[config.mk]
export PLATFORM = sky130hd
export DESIGN_NAME = pp_combiner_78
export DESIGN_NICKNAME = d
export VERILOG_FILES = /design/src/rtl/pp_combiner_78.sv
export SDC_FILE = /design/constraint.sdc
export NUM_CORES = 2
export LEC_CHECK = 0
export CAP_MARGIN = 25
export CORE_ASPECT_RATIO = 0.7
export CORE_MARGIN = 2
export CORE_UTILIZATION = 48
export CTS_CLUSTER_DIAMETER = 60
export DETAILED_ROUTE_END_ITERATION = 10
export HOLD_SLACK_MARGIN = 0.05
export PLACE_DENSITY = 0.85
export SYNTH_ARGS = -nofsm -noshare
export SYNTH_HDL_FRONTEND = slang
export SYNTH_SLANG_ARGS = --single-unit
[constraint.sdc]
create_clock -name clk -period 5.4 [get_ports clk]
set_input_delay 1.08 -clock clk [delete_from_list [all_inputs] [get_ports clk]]
set_output_delay 1.08 -clock clk [all_outputs]
set_load 0.02 [all_outputs]
[src/rtl/pp_combiner_78.sv]
// ============================================================================
// pp_combiner_78 : shifts and sums the twelve 78x78 limb partial products into
//                  the 156-bit product over a 2-stage valid/ready pipeline.
// Revision       : 1.0
// ============================================================================
`default_nettype none

module pp_combiner_78 #(
  parameter int RADIX  = 78,
  parameter int A_LIMB = 26,
  parameter int B_LIMB = 20,
  parameter int PP_W   = 46,
  parameter int ROW_W  = 106
) (
  input  logic                  clk,
  input  logic                  rst_n,
  input  logic                  in_valid,
  output logic                  in_ready,
  input  logic [PP_W-1:0]       pp_0,
  input  logic [PP_W-1:0]       pp_1,
  input  logic [PP_W-1:0]       pp_2,
  input  logic [PP_W-1:0]       pp_3,
  input  logic [PP_W-1:0]       pp_4,
  input  logic [PP_W-1:0]       pp_5,
  input  logic [PP_W-1:0]       pp_6,
  input  logic [PP_W-1:0]       pp_7,
  input  logic [PP_W-1:0]       pp_8,
  input  logic [PP_W-1:0]       pp_9,
  input  logic [PP_W-1:0]       pp_10,
  input  logic [PP_W-1:0]       pp_11,
  output logic                  out_valid,
  input  logic                  out_ready,
  output logic [2*RADIX-1:0]    product
);

  localparam int PROD_W = 2 * RADIX;

  logic [PP_W-1:0]   pp [12];
  logic              en;
  logic              v1_q, v1_d;
  logic              v2_q, v2_d;
  logic [ROW_W-1:0]  row_q [3];
  logic [ROW_W-1:0]  row_d [3];
  logic [PROD_W-1:0] product_q, product_d;

  assign pp[0]  = pp_0;
  assign pp[1]  = pp_1;
  assign pp[2]  = pp_2;
  assign pp[3]  = pp_3;
  assign pp[4]  = pp_4;
  assign pp[5]  = pp_5;
  assign pp[6]  = pp_6;
  assign pp[7]  = pp_7;
  assign pp[8]  = pp_8;
  assign pp[9]  = pp_9;
  assign pp[10] = pp_10;
  assign pp[11] = pp_11;

  // One a-limb row: the four b-limb products at column offsets 0/20/40/60.
  function automatic logic [ROW_W-1:0] row_sum(
    input logic [PP_W-1:0] p0,
    input logic [PP_W-1:0] p1,
    input logic [PP_W-1:0] p2,
    input logic [PP_W-1:0] p3
  );
    row_sum = ROW_W'(p0)
            + (ROW_W'(p1) << B_LIMB)
            + (ROW_W'(p2) << (2 * B_LIMB))
            + (ROW_W'(p3) << (3 * B_LIMB));
  endfunction

  // Single global stall: everything advances only when stage 2 can move.
  assign en        = !v2_q || out_ready;
  assign in_ready  = en && rst_n;
  assign out_valid = v2_q;
  assign product   = product_q;

  always_comb begin
    v1_d      = v1_q;
    v2_d      = v2_q;
    product_d = product_q;
    for (int i = 0; i < 3; i++) begin
      row_d[i] = row_q[i];
    end
    if (en) begin
      v1_d = in_valid;
      v2_d = v1_q;
      if (in_valid) begin
        for (int i = 0; i < 3; i++) begin
          row_d[i] = row_sum(pp[4*i], pp[4*i+1], pp[4*i+2], pp[4*i+3]);
        end
      end
      if (v1_q) begin
        product_d = PROD_W'(row_q[0])
                  + (PROD_W'(row_q[1]) << A_LIMB)
                  + (PROD_W'(row_q[2]) << (2 * A_LIMB));
      end
    end
  end

  always_ff @(posedge clk) begin
    if (!rst_n) begin
      v1_q      <= 1'b0;
      v2_q      <= 1'b0;
      product_q <= '0;
      for (int i = 0; i < 3; i++) begin
        row_q[i] <= '0;
      end
    end else begin
      v1_q      <= v1_d;
      v2_q      <= v2_d;
      product_q <= product_d;
      for (int i = 0; i < 3; i++) begin
        row_q[i] <= row_d[i];
      end
    end
  end

endmodule

`default_nettype wire
==> results.ini <==
[clock_network]
postCtsSetupRepairBufs=0
cts_resized=0
htreeDepth=2
clk_pin_slew_ns=0.07
cts_root_buf=clkbuf_16
cts_buffers=49
clk_latency_ns=0.60
cts_sinks=474
clockBufferDepth=3
cts_hold_buf=0
cts_tree=built

[detailed_routing]
drc_errors=0
wl_per_cell_microns=20.80
ant_nets=0
vias_per_cell=5.943
dr.pass1.iters=8
first_iter_violations=4091
num_vias=41749
routed_wl_microns=146100

[floorplan]
row_count=88
die_w_microns=350.7
initial_core_util_pct=48.71
fp.coreArea_sq_um=82910
die_y_microns=246.7
design.die.area_sq_um=86510
ios=714

[grt]
grt_max_degree=144
grt_remaining_overflow=0
antenna_found_initial=3
grt_pass1_wl_microns=220400
first_global_vias=39269
grt_usage_pct=32.17

[sta]
max_slew.worst_pin.slew_ns=0.9210
rsz0062_at_grt=false
setup-tns-final_ns=0
skew_ns=0.02532
finalHoldViolations=0
fmax_ghz=0.1900
layout_setup_ws_ns=0.1381
slew_viol_final=0
fin_crit_sh_pct=97.44
setup_viol=0
slew_headroom_pct=37.95
fin_crit_ns=5.262

[cells_and_area]
n_fill_cell=7194
multi_input_area_sq_um=29300
area_growth_pct=25.66
layout-drive-gt1-share_pct=5.054
ff_latch_area_sq_um=9489
nNetsFinal=7025

[pwr]
p_clk_share_pct=25.9
switching_share_pct=39.32
seq_power_share_pct=29.8
power.internal_mw=8.452
power.switching_mw=5.477
combPwrFrac_pct=44.3
power.density_nw_per_um2=274.5
p_leak_nw=21.67
vdd_drop_max_mv=0.2024

[run_status]
status=finished clean

[logic_synthesis]
yosysTopAreaCell=dfxtp_1
synth_area_sq_um=40380
async_flop_share_pct=0
synth.top_cells.by_area=dfxtp_1, ha_1, a21oi_1
syn-instance-count=5245
synth_nets=6413
ys_top_cells_by_count=nand2_1, a21oi_1, ha_1
synth_cell_types=90
synth_most_common_cell=nand2_1
yosys_register_bits=474
ys.flop_type=dfxtp_1
yosys_warnings=0
synth_top_area_share_pct=23.50
synth_area_per_cell_sq_um=7.700
ys_seq_area_share_pct=23.50
synth_edf_count=0

[job]
drv_cap=0

[setup_path]
crit_path_start_kind=primary input
critPathMaxStageDelay_ns=0.64
cp-end-kind=flop
worstPathArrival_ns=5.79
slowest_stage=o21ai_0
path_class=in -> reg
crit_chain=clkdlybuf4s50_1 -> ha_1 -> ha_1 -> nand4_1 -> nor2_1 -> and3_1 -> o31ai_1 -> buf_4 -> a21boi_0 -> o211ai_1 -> a21oi_1 -> nor3_1 -> o21ai_0 -> buf_4 -> a41oi_1 -> or3_1 -> a31oi_1
crit_fanout=5
cp.required_ns=5.92

[placed_design]
port_buffers=711
dp_slack_ns=-0.2170
hpwl_microns=118400
place_congestion=0.9816

[worst_hold_path]
min_path_type=reg -> reg

[routing by layer]
layer	routed length, microns	global-route usage (%)
met5	37	0
met4	4306	8.887
met3	15930	8.748
met2	62090	49.77
met1	63770	43.84
[area by class of cell]
| class | count | area share, % |
|---|---|---|
| multi-input cells | 4341 | 57.73 |
| flip-flops and latches | 474 | 18.70 |
| well taps | 1125 | 2.774 |
| clock buffers | 61 | 2.688 |
| repair buffers | 861 | 16.46 |
| inverters | 130 | 0.9764 |
| diodes | 4 | 0.01972 |
| clock inverters | 29 | 0.6460 |
[power by group through the flow]
stage / registers (mW) / clock network [mW] / logic [mW]
3_3_place_gp: 4.20 / 0 / 5.93
5_1_grt: 4.18 / 3.78 / 6.69
6_report: 4.15 / 3.61 / 6.17
4_1_cts: 4.15 / 3.64 / 6.04
2_1_floorplan: 4.24 / 0 / 3.71
3_5_place_dp: 4.22 / 0 / 5.99
[worst max-delay path, delay by kind of cell]
kind            cells  cell delay, ns
buf+inv             3            0.87
compound gates      7            2.07
simple gates        5            1.00
fa+ha+maj           2            0.75
[cells by family (layout without fill, tap and decap cells)]
logic type	count (synthesis)	after routing	synth area share, %
other	0	4	0
buffers and inverters	430	1081	4.074
muxes	16	16	0.3997
adders and majority gates	612	612	20.71
DFF	474	474	23.50
and+or+nand+nor	1702	1702	18.82
xor gates and xnor gates	334	334	7.244
AOI/OAI and AO/OA	1677	1677	25.25
[worst paths after layout]
check | from | end | slack [ns] | cells past startpoint
hold reg to reg | product[100] | product[100] | 0.45 | 2
setup reg to reg | row_q[0][144] | product[150] | 0.22 | 15
hold / removal | product[100] | product[100] | 0.45 | 2
setup / recovery | pp_8[32] | row_q[0][294] | 0.14 | 17
[state kept, by name, indices dropped and copies added (netlist names)]
name	flops
row_q	316
product	156
out_valid	1
v1_q	1
[placed cells by master, fill, tap and decap left out, types with 28 or more instances in the layout]
cell type	instances
dfxtp_1	474
a21oi_1	710
xor2_1	121
nand4_1	118
and3_1	45
nand2_1	878
o31ai_1	28
a211oi_1	57
clkdlybuf4s50_1	710
nor2b_1	39
nand2b_1	33
nor2_1	306
buf_4	140
ha_1	518
a31oi_1	38
inv_1	129
clkbuf_16	51
nor3_1	50
o21a_1	37
a21o_1	196
xnor2_1	213
o21ai_0	339
o21bai_1	77
fa_1	94
nand3_1	98
[through the flow]
step                cells  utilization [%]  area, sq um  power, mW  hold slack [ns]
floorplan            5245                -        40390      7.942           0.4291
global placement     6928            59.10        49000      10.13           0.4374
detailed placement   6929            59.11        49010      10.21           0.4429
CTS                  7019            61.15        50700      13.83           0.4526
global route         7021            61.19        50740      14.65           0.4670
finish               7025            61.21        50750      13.93           0.4496
(Power assumes the default switching activity.)
